--- src/rtl/logicnet_sched.sv ---
// Input scheduler / result collector for the registered LogicNet classifier pipeline.
// Optional perf counters (cnt_launch, cnt_stall, cnt_clr) are built when LOGICNET_SCHED_CNT_EN is defined.
module logicnet_sched #(
  parameter int IN_W       = 64,
  parameter int BEATS      = 8,
  parameter int OUT_W      = 12,
  parameter int PIPE_LAT   = 4,
  parameter int FIFO_DEPTH = 8
) (
  input  logic                  clk,
  input  logic                  rst,
  input  logic                  s_valid,
  output logic                  s_ready,
  input  logic [IN_W-1:0]       s_data,
  input  logic                  s_last,
  output logic [IN_W*BEATS-1:0] net_in,
  input  logic [OUT_W-1:0]      net_out,
  output logic                  m_valid,
  input  logic                  m_ready,
  output logic [OUT_W-1:0]      m_data,
  output logic                  busy,
  output logic                  err
`ifdef LOGICNET_SCHED_CNT_EN
  ,
  input  logic                  cnt_clr,
  output logic [31:0]           cnt_launch,
  output logic [31:0]           cnt_stall
`endif
);
  localparam int CW = (BEATS > 1) ? $clog2(BEATS) : 1;
  localparam int IW = $clog2(PIPE_LAT + 2);
  localparam int AW = (FIFO_DEPTH > 1) ? $clog2(FIFO_DEPTH) : 1;
  localparam int FW = AW + 1;

  typedef enum logic {FILL, HOLD} state_t;

  state_t                      state;
  logic [CW-1:0]               beat;
  logic [BEATS-1:0][IN_W-1:0]  asm_buf;
  logic [PIPE_LAT:0]           vld_pipe;
  logic [IW-1:0]               inflight;
  logic [FW-1:0]               fifo_cnt;
  logic [AW-1:0]               wptr, rptr;
  logic [OUT_W-1:0]            mem [FIFO_DEPTH];
  logic                        accept, last_beat, launch, push, pop, full, wr, ovf;

  assign accept    = s_valid & s_ready;
  assign last_beat = (beat == CW'(BEATS - 1));
  // Credit uses only registered counts, so a pop in this cycle cannot enable a launch.
  assign launch    = (state == HOLD) && ((int'(inflight) + int'(fifo_cnt)) < FIFO_DEPTH);

  // Assembly FSM: FILL collects beats, HOLD waits for credit and launches.
  always_ff @(posedge clk or negedge rst) begin
    if (!rst) begin
      state   <= FILL;
      s_ready <= 1'b0;
      beat    <= '0;
      asm_buf <= '0;
      net_in  <= '0;
      err     <= 1'b0;
    end else begin
      if (ovf || (accept && (last_beat != s_last))) err <= 1'b1;
      case (state)
        FILL: begin
          s_ready <= 1'b1;
          if (accept) begin
            asm_buf[beat] <= s_data;
            if (last_beat) begin
              state   <= HOLD;
              s_ready <= 1'b0;
            end else if (s_last) begin
              beat <= '0;
            end else begin
              beat <= beat + 1'b1;
            end
          end
        end
        HOLD: begin
          if (launch) begin
            net_in  <= asm_buf;
            beat    <= '0;
            state   <= FILL;
            s_ready <= 1'b1;
          end
        end
        default: state <= FILL;
      endcase
    end
  end

  // Tag ride-along: the top tag marks the cycle net_out holds this vector's result.
  always_ff @(posedge clk or negedge rst) begin
    if (!rst) begin
      vld_pipe <= '0;
      inflight <= '0;
    end else begin
      vld_pipe <= {vld_pipe[PIPE_LAT-1:0], launch};
      inflight <= inflight + IW'(launch) - IW'(vld_pipe[PIPE_LAT]);
    end
  end

  assign push    = vld_pipe[PIPE_LAT];
  assign m_valid = (fifo_cnt != '0);
  assign pop     = m_valid & m_ready;
  assign full    = (fifo_cnt == FW'(FIFO_DEPTH));
  assign wr      = push & (~full | pop);
  assign ovf     = push & full & ~pop;
  assign m_data  = mem[rptr];

  always_ff @(posedge clk or negedge rst) begin
    if (!rst) begin
      wptr     <= '0;
      rptr     <= '0;
      fifo_cnt <= '0;
      for (int i = 0; i < FIFO_DEPTH; i++) mem[i] <= '0;
    end else begin
      if (wr) begin
        mem[wptr] <= net_out;
        wptr      <= wptr + 1'b1;
      end
      if (pop) rptr <= rptr + 1'b1;
      fifo_cnt <= fifo_cnt + FW'(wr) - FW'(pop);
    end
  end

  assign busy = (state == HOLD) | (beat != '0) | (|vld_pipe) | m_valid;

`ifdef LOGICNET_SCHED_CNT_EN
  always_ff @(posedge clk or negedge rst) begin
    if (!rst) begin
      cnt_launch <= '0;
      cnt_stall  <= '0;
    end else if (cnt_clr) begin
      cnt_launch <= '0;
      cnt_stall  <= '0;
    end else begin
      if (launch) cnt_launch <= cnt_launch + 32'd1;
      if ((state == HOLD) && !launch) cnt_stall <= cnt_stall + 32'd1;
    end
  end
`endif

endmodule

--- config.mk ---
export PLATFORM = sky130hd
export DESIGN_NAME = logicnet_sched
export DESIGN_NICKNAME = d
export VERILOG_FILES = /design/src/rtl/logicnet_sched.sv
export SDC_FILE = /design/constraint.sdc
export NUM_CORES = 2
export LEC_CHECK = 0
export ABC_AREA = 1
export ABC_CLOCK_PERIOD_IN_PS = 4210
export CAP_MARGIN = 20
export CORE_UTILIZATION = 59
export CTS_CLUSTER_DIAMETER = 80
export CTS_CLUSTER_SIZE = 20
export DETAILED_ROUTE_END_ITERATION = 8
export PLACE_DENSITY_LB_ADDON = 0.1
export RECOVER_POWER = 50
export SYNTH_ARGS = -nofsm -noshare
export SYNTH_HDL_FRONTEND = slang
export SYNTH_SLANG_ARGS = --single-unit
--- constraint.sdc ---
create_clock -name clk -period 4.21 [get_ports clk]
set_input_delay 0.421 -clock clk [delete_from_list [all_inputs] [get_ports clk]]
set_output_delay 0.421 -clock clk [all_outputs]
set_load 0.03 [all_outputs]
==> metrics list <==
* Result of the run: complete, but fails checks
- Violated checks: capacitance limit, slew limit
- Setup repair after global routing left no endpoint under its margin.
- Average instance area after synthesis: about 9.3 µm²
- Dividing the detail-routed wire length by the instance count gives around 20 µm.
* Maximum number of pins on one net before global-route repair: around 220
* Post-Route Skew: ~0.021 ns
- Most frequently used cell type in the post-synthesis netlist: nand2_1
- Combinational logic is responsible for 29.3% of the overall power.
- Via count of the first global-routing pass: ~32,000
- Yosys synthesis warning count: 0
- At the pin with the least slew margin, the transition time is about 2.3 ns.
* Cell Chain, Critical Path: nand2_1, nor2_1, nand4_1, clkbuf_2, o21ai_0
- The clock network is responsible for around a fifth of the overall power.
- In the final design database the tool counted a little over 5,000 nets.
- On the worst path, the slowest cell contributes a delay of 1.15 ns.
* Power share of the sequential group: 50.7%
- The later pin in the worst-skew pair is clocked with a latency of about 0.63 ns.
* Die Width: 273 µm
- The repair_antennas step left the layout with diodes totalling 0.
- Peak clock frequency supported by timing: approximately 300 MHz
- Number of buffers inserted during clock tree synthesis: 67
- The largest individual stage delay along the critical path comes from the cell clkbuf_2.
- The most critical setup path has its startpoint at s_ready.
- Using the TritonRoute via totals, the vias-per-cell ratio works out to 5.51.
- Remaining antenna violation count: 0
- Total internal power: ~21,000 µW
- The H-tree was split into 3 levels.
- Setup_tns: 0 ns
- Post-synthesis cell type with the largest combined area: dfrtp_1
* Number of top-level design ports: about 600
* Share of the synthesized area in the top cell type: about two thirds
- The congestion estimate from routability-driven global placement came to 0.830.
* Area of the mapped netlist: around 43,000 µm²
- After layout, the worst path uses about four fifths of the clock period.
* Max transition margin: -51.8%
- Endpoint type of the worst setup path: flip-flop
- DRC errors left: 0
- Antenna violations before repair: 0
- In this run the deepest clock path goes through 3 buffers.
- The analysis attributes to net switching a power of ~12,000 µW.
- Post-CTS setup buffer count: 0
- Fraction of layout cells with a size suffix above 1: about 2.6%
- The first global-routing pass estimated roughly 190,000 µm of wire.
- Post-synth net total: between 4,000 and 5,000
* Cell area power density: between 600 and 700 nW/µm²
* Count of buffers inserted at the top-level ports: about 610
- Number of hold-slack violations in the final timing report: 0
- Counting cells, the worst reg-to-reg path comes to 5.
* R2R Setup Slk: between 0.8 and 0.9 ns
- Across all layers, the routed design uses around 33,000 vias.
- Synthesis instantiated 26 different standard cells from the library.
- Number of detailed-route iterations in the first pass: 5
* Gate count after technology mapping: between 4,000 and 5,000
- TritonCTS built the clock tree.
- Biggest area contributors in the synthesized netlist: dfrtp_1 66%, nand2_1 20%, o21ai_0 6.5%, buf_2 1.7%, nand4_1 1.5%
* Overall global routing resource usage: 32.6%
- Summing the sequential cell areas from Yosys gives ~66% of the chip area.
- In this run, synthesis inferred 0 flip-flops with an integrated enable.
* Req. time, crit path: around 4.7 ns
- The startpoint identified for the worst register-to-register timing path is s_ready.
- In this run the worst path has a maximum fanout of about 100.
* Floorplan row count: just under 100
* Crit path arrival time: between 3 and 4 ns
* Proportion of register bits with asynchronous set or reset after synthesis: 100%
- Hold/Removal Path Class: reg2reg
* Type of the worst setup path: reg2reg
* Die area: about 75,000 µm²
- Half-perimeter wire length after placement: 75,900 µm
- Max-cap violations in this run came to 18.
- Final setup violation count: 0
- The commonest cells after synthesis are 2,304 x nand2_1, 1,144 x dfrtp_1, 563 x o21ai_0.
- Initial Utilization: 59.5%
- Count of routing violations after the opening detailed-route iteration: ~3,500
- In this run the vertical extent of the chip is between 200 and 300 µm.
- Reg-to-reg endpoint: asm_buf[454]
- Clock Pin Slew Worst Setup and Hold Paths: roughly 0.09 ns
- Total congestion overflow after global routing: 0
- Synthesized flop and latch total: 1,144
- Hold is met by ~0.37 ns.
- Critical Path Sink: asm_buf[454]
- Switching part of the total power: 35.7%
* Clock period minus worst slack: around 3.4 ns
* Wire length reported by the detailed router: between 100,000 and 150,000 µm
- Worst VDD drop: ~550 µV
- Max Slew Vio Count: 963
- Startpoint kind of the worst setup timing path: flip-flop
* Most frequently used flop master after synthesis: dfrtp_1
- The core region is ~73,000 µm².
- Relative to the synthesized area, the layout overhead comes to 19.1%.
- Static Leak: around 0.026 µW
- Sink count of the clock tree: between 1,000 and 1,500
- Clock tree root driver cell: clkbuf_16
registers in the layout, indices dropped and copies added (netlist names):
signal	count
asm_buf	512
beat	3
err	1
fifo_cnt	4
inflight	3
mem	96
net_in	512
rptr	3
s_ready	1
state	1
vld_pipe	5
wptr	3
worst max-delay path: cells and delay by family (launching register included):
family	cells	cell delay [ns]
AOI/OAI and AO/OA	1	0.60
DFF	1	0.45
and+or+nand+nor	3	0.89
buffers and inverters	1	1.15
power by group through the flow:
stage	clock [µW]	sequential, µW	combinational [µW]
final	6500	16500	9550
after global routing	6980	16900	10500
after CTS	6610	16500	9630
after detailed placement	0	16600	9580
after global placement	0	16600	9300
after floorplan	0	17900	3890
timing repair:
| action | in CTS | in global routing |
|---|---|---|
| hold endpoints to repair | 71 | 0 |
| resized for setup | 0 | 0 |
| hold buffers | 1 | 0 |
worst min path at each step:
stage | slack [ns] | cells past startpoint | to | from
finish | 0.37 | 0 | vld_pipe[3] | vld_pipe[2]
CTS | 0.37 | 0 | vld_pipe[3] | vld_pipe[2]
detailed placement | 0.37 | 0 | vld_pipe[4] | vld_pipe[3]
floorplan | 0.13 | 0 | asm_buf[0] | rst
global placement | 0.36 | 0 | vld_pipe[4] | vld_pipe[3]
global route | 0.37 | 0 | vld_pipe[3] | vld_pipe[2]
cell type report:
| type | instances | area [µm²] |
|---|---|---|
| clock buffers | 72 | 1740 |
| clock inverters | 7 | 77.6 |
| fillers | 5736 | 21200 |
| inverters | 91 | 349 |
| multi-input cells | 3110 | 13000 |
| flip-flops and latches | 1144 | 28600 |
| well taps | 959 | 1200 |
| repair buffers | 680 | 6650 |
placed cells by master, fill, tap and decap left out, types with 3 or more instances in the layout:
| cell | netlist | routed |
|---|---|---|
| clkbuf_1 | 96 | 27 |
| clkbuf_16 | 0 | 69 |
| buf_4 | 24 | 22 |
| o21ai_0 | 563 | 563 |
| dfrtp_1 | 1144 | 1143 |
| xnor2_1 | 5 | 5 |
| xor2_1 | 3 | 3 |
| inv_1 | 90 | 90 |
| inv_6 | 0 | 3 |
| nand4_1 | 105 | 105 |
| clkdlybuf4s50_1 | 0 | 607 |
| nand3_1 | 11 | 11 |
| buf_12 | 0 | 11 |
| nor2_1 | 63 | 64 |
| o22ai_1 | 24 | 24 |
| nand2_1 | 2304 | 2305 |
| nand3_2 | 5 | 4 |
| clkbuf_2 | 11 | 13 |
| ha_1 | 15 | 15 |
cells by family (layout without fill, tap and decap cells):
kind of cell | Yosys count | in the layout | synth area share, %
adder cells (fa/ha/maj) | 17 | 17 | 0.525
AND/OR/NAND/NOR | 2496 | 2496 | 22.4
flip-flops | 1144 | 1144 | 66.0
XOR/XNOR | 8 | 8 | 0.162
AO/OA/AOI/OAI | 589 | 589 | 6.87
buffers and inverters | 383 | 850 | 4.01
metrics by stage:
| stage | power [µW] | cells | setup slack [ns] | utilization, % | instance area (µm²) |
|---|---|---|---|---|---|
| global placement | 25900 | 5983 | 1.35 | 68.7 | 50100 |
| finish | 32600 | 6063 | 0.823 | 70.9 | 51600 |
| detailed placement | 26200 | 5983 | 1.31 | 68.7 | 50100 |
| global route | 34300 | 6063 | 0.400 | 70.9 | 51600 |
| floorplan | 21800 | 4637 | 1.77 | - | 43300 |
| CTS | 32700 | 6063 | 0.829 | 71.2 | 51900 |
per-layer routing:
layer	track usage, %	routed length (µm)	vias to the layer above
li1	-	-	15400
met1	46.0	49700	16500
met2	50.4	56100	1298
met3	6.26	9420	197
met4	12.9	5010	0
met5	0	0	-
(Power assumes the default switching activity.)
